<file path="src/rtl/led_switch_io.sv">
// rtl/led_switch_io.sv - LED mode/PWM driver and debounced switch inputs for the HPS PIO exports
module led_switch_io #(
    parameter int LED_COUNT       = 8,
    parameter int SWITCH_COUNT    = 4,
    parameter int PWM_BITS        = 8,
    parameter int DEBOUNCE_CYCLES = 50000,
    parameter int BLINK_DIV       = 25000000
) (
    input  logic                          clock,
    input  logic                          reset,
    input  logic                          cfg_valid,
    input  logic [2*LED_COUNT-1:0]        led_mode,
    input  logic [PWM_BITS*LED_COUNT-1:0] led_duty,
    output logic                          cfg_pending,
    output logic [LED_COUNT-1:0]          led,
    input  logic [SWITCH_COUNT-1:0]       switch,
    output logic [SWITCH_COUNT-1:0]       switch_state,
    output logic [SWITCH_COUNT-1:0]       switch_changed
);
    localparam int BLINK_W = (BLINK_DIV > 1) ? $clog2(BLINK_DIV) : 1;
    localparam int DEB_W   = $clog2(DEBOUNCE_CYCLES + 1);
    localparam logic [BLINK_W-1:0] BLINK_LAST = BLINK_W'(BLINK_DIV - 1);
    localparam logic [DEB_W-1:0]   DEB_LAST   = DEB_W'(DEBOUNCE_CYCLES - 1);

    logic [PWM_BITS-1:0]           pwm_cnt;
    logic [BLINK_W-1:0]            blink_cnt;
    logic                          blink_phase;
    logic [2*LED_COUNT-1:0]        shadow_mode;
    logic [PWM_BITS*LED_COUNT-1:0] shadow_duty;
    logic [2*LED_COUNT-1:0]        active_mode;
    logic [PWM_BITS*LED_COUNT-1:0] active_duty;
    logic [LED_COUNT-1:0]          led_next;
    logic                          apply;

    logic [SWITCH_COUNT-1:0]       sync_meta;
    logic [SWITCH_COUNT-1:0]       sync;
    logic [DEB_W-1:0]              deb_cnt [SWITCH_COUNT];

    // Last cycle of the PWM period: config swaps here so the next period starts clean.
    assign apply = &pwm_cnt;

    always_ff @(posedge clock) begin
        if (reset) begin
            pwm_cnt     <= '0;
            blink_cnt   <= '0;
            blink_phase <= 1'b0;
        end else begin
            pwm_cnt <= pwm_cnt + 1'b1;
            if (blink_cnt == BLINK_LAST) begin
                blink_cnt   <= '0;
                blink_phase <= ~blink_phase;
            end else begin
                blink_cnt <= blink_cnt + 1'b1;
            end
        end
    end

    always_ff @(posedge clock) begin
        if (reset) begin
            shadow_mode <= '0;
            shadow_duty <= '0;
            active_mode <= '0;
            active_duty <= '0;
            cfg_pending <= 1'b0;
        end else if (cfg_valid && apply) begin
            active_mode <= led_mode;
            active_duty <= led_duty;
            cfg_pending <= 1'b0;
        end else begin
            if (apply && cfg_pending) begin
                active_mode <= shadow_mode;
                active_duty <= shadow_duty;
                cfg_pending <= 1'b0;
            end
            if (cfg_valid) begin
                shadow_mode <= led_mode;
                shadow_duty <= led_duty;
                cfg_pending <= 1'b1;
            end
        end
    end

    always_comb begin
        led_next = '0;
        for (int i = 0; i < LED_COUNT; i++) begin
            case (active_mode[2*i +: 2])
                2'b00:   led_next[i] = 1'b0;
                2'b01:   led_next[i] = 1'b1;
                2'b10:   led_next[i] = blink_phase;
                default: led_next[i] = (pwm_cnt < active_duty[PWM_BITS*i +: PWM_BITS]);
            endcase
        end
    end

    always_ff @(posedge clock) begin
        if (reset) begin
            led <= '0;
        end else begin
            led <= led_next;
        end
    end

    // Each switch bit: two-flop synchroniser, then accept a level only after it holds long enough.
    always_ff @(posedge clock) begin
        if (reset) begin
            sync_meta      <= '0;
            sync           <= '0;
            switch_state   <= '0;
            switch_changed <= '0;
            for (int i = 0; i < SWITCH_COUNT; i++) begin
                deb_cnt[i] <= '0;
            end
        end else begin
            sync_meta      <= switch;
            sync           <= sync_meta;
            switch_changed <= '0;
            for (int i = 0; i < SWITCH_COUNT; i++) begin
                if (sync[i] == switch_state[i]) begin
                    deb_cnt[i] <= '0;
                end else if (deb_cnt[i] == DEB_LAST) begin
                    switch_state[i]   <= sync[i];
                    switch_changed[i] <= 1'b1;
                    deb_cnt[i]        <= '0;
                end else begin
                    deb_cnt[i] <= deb_cnt[i] + 1'b1;
                end
            end
        end
    end
endmodule

</file>
<file path="config.mk">
export PLATFORM = sky130hd
export DESIGN_NAME = led_switch_io
export DESIGN_NICKNAME = d
export VERILOG_FILES = /design/src/rtl/led_switch_io.sv
export SDC_FILE = /design/constraint.sdc
export NUM_CORES = 1
export LEC_CHECK = 0
export ABC_AREA = 1
export CAP_MARGIN = 5
export CORE_MARGIN = 4
export CORE_UTILIZATION = 55
export CTS_BUF_LIST = sky130_fd_sc_hd__clkbuf_16
export CTS_CLUSTER_SIZE = 8
export DETAILED_ROUTE_END_ITERATION = 6
export GPL_ROUTABILITY_DRIVEN = 1
export HOLD_SLACK_MARGIN = 0.05
export PLACE_DENSITY_LB_ADDON = 0.05
export SLEW_MARGIN = 20
export SYNTH_ARGS = -nofsm -noshare
export SYNTH_HDL_FRONTEND = slang
export SYNTH_SLANG_ARGS = --single-unit
export TNS_END_PERCENT = 1
</file>
<file path="constraint.sdc">
create_clock -name clock -period 2 [get_ports clock]
set_input_delay 0.4 -clock clock [delete_from_list [all_inputs] [get_ports clock]]
set_output_delay 0.4 -clock clock [all_outputs]
set_load 0.03 [all_outputs]
</file>
==> out/metrics.csv, run 1 <==
metric,value,unit
clk root buf,clkbuf_16,
die area,28100,um2
"Critical Path, Cell by Cell",clkdlybuf4s50_1,
initial antenna violation count,1,
fmax,515,MHz
Post-DRT Antenna Nets,0,
Setup Crit Path Kind,reg2out,
Initial Util,55.7,%
drt via density,5.08,
total power,13000,uW
first-pass GRT wire length,52700,um
status,"finished, final reports clean",
TritonCTS Buffers,41,
share of cells above drive strength 1,6.02,%
Worst setup EP type,output port,
clk_lat worst skew,0.51,ns
Synth area leaders,"dfxtp_1, edfxtp_1, nand2_1, o21ai_0, a21oi_1",
row count,58,
Fillers,2230,
WP data arrival,1.54,ns
Overflow after GRT,0,
setup ws final,0.0600,ns
Worst VDD drop,0.816,mV
R2R Setup Slk,0.15,ns
Synth Instances,1863,
Synth area leader,dfxtp_1,
Worst Path Required,1.60,ns
Routed WL,31100,um
final cycle utilization of the critical path,97.0,%
Reg area,6310,um2
dpl hpwl,21600,um
Syn. warnings,0,
RSZ-0062 raised after global routing,false,
Seq pwr share,47.0,%
vias in the first global route,11418,
Iter 0 DRT Violations,756,
vias,12047,
DR pass1 iterations,5,
slowest cell on the critical path,clkdlybuf4s50_1,
"slowest stage delay, CP",0.68,ns
post-synthesis register bit count,283,
HP Start,sync_meta[1]$_SDFF_PP0_,
pwr dens,773,nW/um2
DRC viols,0,
post-synthesis instance area,14000,um2
# H-tree levels,2,
number of buffers and inverters on the critical path,1,
Netlist cell types,30,
clock skew,0.0121,ns
MaxCap Viol Count,0,
Die Width,168,um
largest net degree at the start of global routing,87,
Net Sw Frac,22.7,%
syn_area_per_cell,7.51,um2
port bufs,103,
worst hold slack,0.405,ns
Clk pwr share,45.4,%
setup tns final,0,ns
max-slew violation count,0,
Tmin final,1.94,ns
Area Overhead vs Synth,20.4,%
Int Power,10100,uW
TritonCTS Sinks,283,
Critical path origin,switch_state[3]$_SDFFE_PP0P_,
io pins,104,
startpoint types,register,
Core Area,25100,um2
area of the multi-input gates,6520,um2
P_sw,2960,uW
"Reg clk slew, reported paths",0.05,ns
worst-path maximum fanout,3,
CTS max path bufs,3,
register area share after synthesis,45.1,%
RePlAce Congestion,0.871,
Hold Fails Final Rpt,0,
R2R Path Start,pwm_cnt[3]$_SDFF_PP0_,
GRT Overall Usage,22.0,%
fin nets,2179,
logic gate share of total power,7.5,%
Die Ht,168,um
Static Leak,0.00734,uW
top cell type's share of synthesized area,31.3,%
cts-stage hold buffer count,0,
Diodes inserted,0,
WL per Instance,13.1,um
critical path's top delay family,buffers and inverters,
clock tree from TritonCTS,built,
worst hold path class,reg2reg,
pre-CTS worst setup slack,0.0831,ns
"Setup violations, final",0,
## per-stage QoR
step           cell area (um2)  util, %  instances
2_1_floorplan            14200        -       1926
3_3_place_gp             15800     62.7       2317
3_5_place_dp             15800     62.7       2317
4_1_cts                  16800     67.1       2373
5_1_grt                  16800     67.1       2373
6_report                 16800     67.1       2373
## final cells by class
cell class              instances  share of cell area, %
clock buffers                  41                   6.09
clock inverters                15                  0.357
inverters                     272                   6.08
multi-input cells            1293                   38.7
flip-flops and latches        283                   37.4
well taps                     330                   2.45
repair buffers                139                   8.88
## timing repair
item,in CTS,in global routing
endpoints found under the setup margin,0,3
buffers inserted,0,0
gates resized for setup,0,3
## final timing paths
path                            cells past startpoint                      endpoint
worst max-delay path                                1               switch_state[3]
worst min-delay path                                2            sync[1]$_SDFF_PP0_
worst max register to register                      7  active_duty[53]$_SDFFE_PP0P_
worst min register to register                      2            sync[1]$_SDFF_PP0_
## power by group through the flow
stage	clock network, uW	logic [uW]	registers (uW)
3_3_place_gp	0	954	6230
3_5_place_dp	0	977	6240
6_report	5920	980	6130
2_1_floorplan	0	565	6220
4_1_cts	6070	985	6130
5_1_grt	6330	1120	6140
## flip-flops by register name (all words and copies together) (netlist names), 8 cells and up
name	flops
active_duty	64
led	8
shadow_mode	16
active_mode	16
pwm_cnt	8
blink_cnt	25
deb_cnt	64
shadow_duty	64
## layer usage
metal | part of all wire [%] | vias to the layer above | track usage, %
met5 | 0.023 | - | 0
met4 | 2.4 | 2 | 6.18
met3 | 4.5 | 54 | 3.90
met2 | 48 | 243 | 38.1
met1 | 45 | 5427 | 28.3
li1 | - | 6321 | -
## logic make-up (layout without fill, tap and decap cells)
family | Yosys count | after routing | share of synthesized area [%]
AO/OA/AOI/OAI | 487 | 487 | 18.0
XOR/XNOR | 34 | 34 | 2.13
adder cells (fa/ha/maj) | 62 | 62 | 5.54
buffers and inverters | 350 | 467 | 10.0
flip-flops | 283 | 283 | 45.1
other | 1 | 64 | 0.0268
AND/OR/NAND/NOR | 646 | 646 | 19.2
## cell usage after synthesis, drive strengths merged
cell    number
or2         13
xor2        21
ha          62
o21bai       1
xnor2       13
nor3        46
clkbuf      34
edfxtp      64
dfxtp      219
nand3       49
nand4       20
conb         1
nor2       174
nand3b       3
clkinv       1
buf         44
nand2      340
inv        271
a21oi      237
o21ai      249
and2         1
## layout by cell type, fill, tap and decap left out, types with 3 or more instances in the layout
cell type        Yosys  final
o21ai_0            229    229
clkbuf_16            0     41
edfxtp_1            64     64
nand3_1             48     48
a21oi_1            217    217
xor2_1              21     21
ha_1                62     62
a21oi_2             20     20
inv_1              271    284
buf_12               0     15
xnor2_1             13     13
dlymetal6s2s_1       0      3
nand2_1            337    337
nand4_1             20     20
nand3b_1             3      3
nor2_2               3      3
nor2_4               3      3
o21ai_1             20     20
buf_4                7     21
nor3_1              46     46
dfxtp_1            219    219
or2_2               13     13
clkdlybuf4s50_1      0    100
conb_1               1     64
nor2_1             168    168
Note: power is estimated with default switching activity, not from simulation.
==> run 2: changes to the inputs <==
- CORE_UTILIZATION: 55 -> 40
- SLEW_MARGIN: 20 -> 15
==> run 2 against run 1 <==
Effect of this change: final cell count increased by 5.3%; total power increased by 1.6%; wire length is 6.3% higher; core utilization shrank 18 points; clock power rose by 3%; sequential share of layout area shrank 0.50 points; clock-buffer cell count unchanged; via count down 1.8%; first-iteration DRC count shrank 35%; die area rose by 36%; critical path type unchanged; hold slack improved by 0.0044 ns.
==> out/metrics.csv, run 2 (synthesized netlist as in run 1, its figures left out) <==
metric,value,unit,change
status,"finished, final reports clean",,unchanged
biggest regs,"active_duty x64, deb_cnt x64, shadow_duty x64",,unchanged
vias in the first global route,11285,,was 11.4k
worst-path maximum fanout,1,,was 3
Cells after DPL,2443,,was 2317
cts-stage hold buffer count,0,,unchanged
Post-DRT Antenna Nets,0,,unchanged
Overflow after GRT,0,,unchanged
dpl cell area,15900,um2,was 15800 um2
MaxCap Viol Count,0,,unchanged
DR pass1 iterations,5,,unchanged
"Critical Path, Cell by Cell",clkdlybuf4s50_1,,unchanged
first-pass GRT wire length,55000,um,was 52700 um
RePlAce Congestion,0.825,,was 0.871
clock tree from TritonCTS,built,,unchanged
Core Area,34500,um2,was 25100 um2
critical path's top delay family,buffers and inverters,,unchanged
pwr dens,775,nW/um2,was 773 nW/um2
Diodes inserted,0,,unchanged
initial antenna violation count,0,,was 1
# H-tree levels,2,,unchanged
WP data arrival,1.52,ns,was 1.54 ns
setup tns final,0,ns,unchanged
dpl hpwl,22500,um,was 21600 um
Die Width,195,um,was 168 um
clk root buf,clkbuf_16,,unchanged
"commonest non-fill, non-tap cell in the layout",nand2_1,,unchanged
"commonest non-fill, non-tap cells in the layout","nand2_1, inv_1, o21ai_0, dfxtp_1, a21oi_1",,unchanged
CTS max path bufs,3,,unchanged
Die Ht,195,um,was 168 um
fmax,522,MHz,was 515 MHz
die area,38000,um2,was 28100 um2
Tmin final,1.92,ns,was 1.94 ns
DRC viols,0,,unchanged
TritonCTS Sinks,283,,unchanged
Worst setup EP type,output port,,unchanged
Initial Util,40.5,%,was 55.7%
WL per Instance,13.2,um,was 13.1 um
GRT Overall Usage,17.0,%,was 22.0%
Worst VDD drop,0.435,mV,was 0.816 mV
Setup Crit Path Kind,reg2out,,unchanged
port bufs,103,,unchanged
"Reg clk slew, reported paths",0.05,ns,about the same
"Setup violations, final",0,,unchanged
Routed WL,33100,um,was 31100 um
fin nets,2181,,was 2179
TritonCTS Buffers,41,,unchanged
RSZ-0062 raised after global routing,false,,unchanged
row count,68,,was 58
final cycle utilization of the critical path,95.9,%,was 97.0%
number of buffers and inverters on the critical path,1,,unchanged
max-slew violation count,0,,unchanged
Area Overhead vs Synth,22.0,%,was 20.4%
final cell area excluding filler cells,17100,um2,was 16800 um2
share of cells above drive strength 1,6.16,%,was 6.02%
drt via density,4.74,,was 5.08
Iter 0 DRT Violations,492,,was 756
"slowest stage delay, CP",0.68,ns,about the same
startpoint types,register,,unchanged
vias,11835,,was 12.0k
slowest cell on the critical path,clkdlybuf4s50_1,,unchanged
io pins,104,,unchanged
Hold Fails Final Rpt,0,,unchanged
Layout Cells excl Fill,2499,,was 2373
clk_lat worst skew,0.51,ns,about the same
worst hold path class,reg2reg,,unchanged
worst hold slack,0.409,ns,was 0.405 ns
Static Leak,0.00739,uW,was 0.00734 uW
Worst Path Required,1.60,ns,about the same
largest net degree at the start of global routing,85,,was 87
clock skew,0.00900,ns,was 0.0121 ns
-- run 2: final cells by class --
cell class                 count  area (um2)
sequential                   283        6310
fill                        3486       17500
clock inverter                14        78.8
inverter                     272        1020
clock buffer                  41        1030
timing repair buffer         141        1540
multi-input combinational   1293        6530
tap                          455         569
-- run 2: through the flow --
step	power [uW]	setup WS (ns)	util, %
after global routing	13800	0.00972	49.4
after floorplan	6790	0.317	-
after detailed placement	7230	0.000430	46.1
after global placement	7220	0.0326	46.1
after CTS	13500	0.0120	49.3
final	13200	0.0829	49.4
-- run 2: layer usage --
layer	share of wire [%]	vias up	track usage [%]
met2	48	153	29.6
met5	0	-	0
met3	3.5	40	2.76
met1	47	5313	22.3
li1	-	6329	-
met4	1.7	0	3.72
-- run 2: final timing paths --
check                                 endpoint  cells after the start                     from  slack, ns
setup / recovery                        led[4]                      1        led[4]$_SDFF_PP0_       0.08
hold / removal              sync[1]$_SDFF_PP0_                      2  sync_meta[1]$_SDFF_PP0_       0.41
setup reg to reg  active_duty[39]$_SDFFE_PP0P_                      8    pwm_cnt[0]$_SDFF_PP0_       0.16
hold reg to reg             sync[1]$_SDFF_PP0_                      2  sync_meta[1]$_SDFF_PP0_       0.41
-- run 2: timing repair --
item	4_1_cts	5_1_grt
endpoints found under the setup margin	0	25
resized for setup	0	5
buffers inserted	0	0
-- run 2: where the power goes --
part	total [uW]	switching, uW	internal (uW)
Clock	6120	2380	3740
Sequential	6130	86.0	6040
Combinational	986	565	421
==> run 3: changes to the inputs <==
- CAP_MARGIN: 5 -> 20
==> results of run 3 <==
Final layout, timing and power as in run 2 (identical DEF).
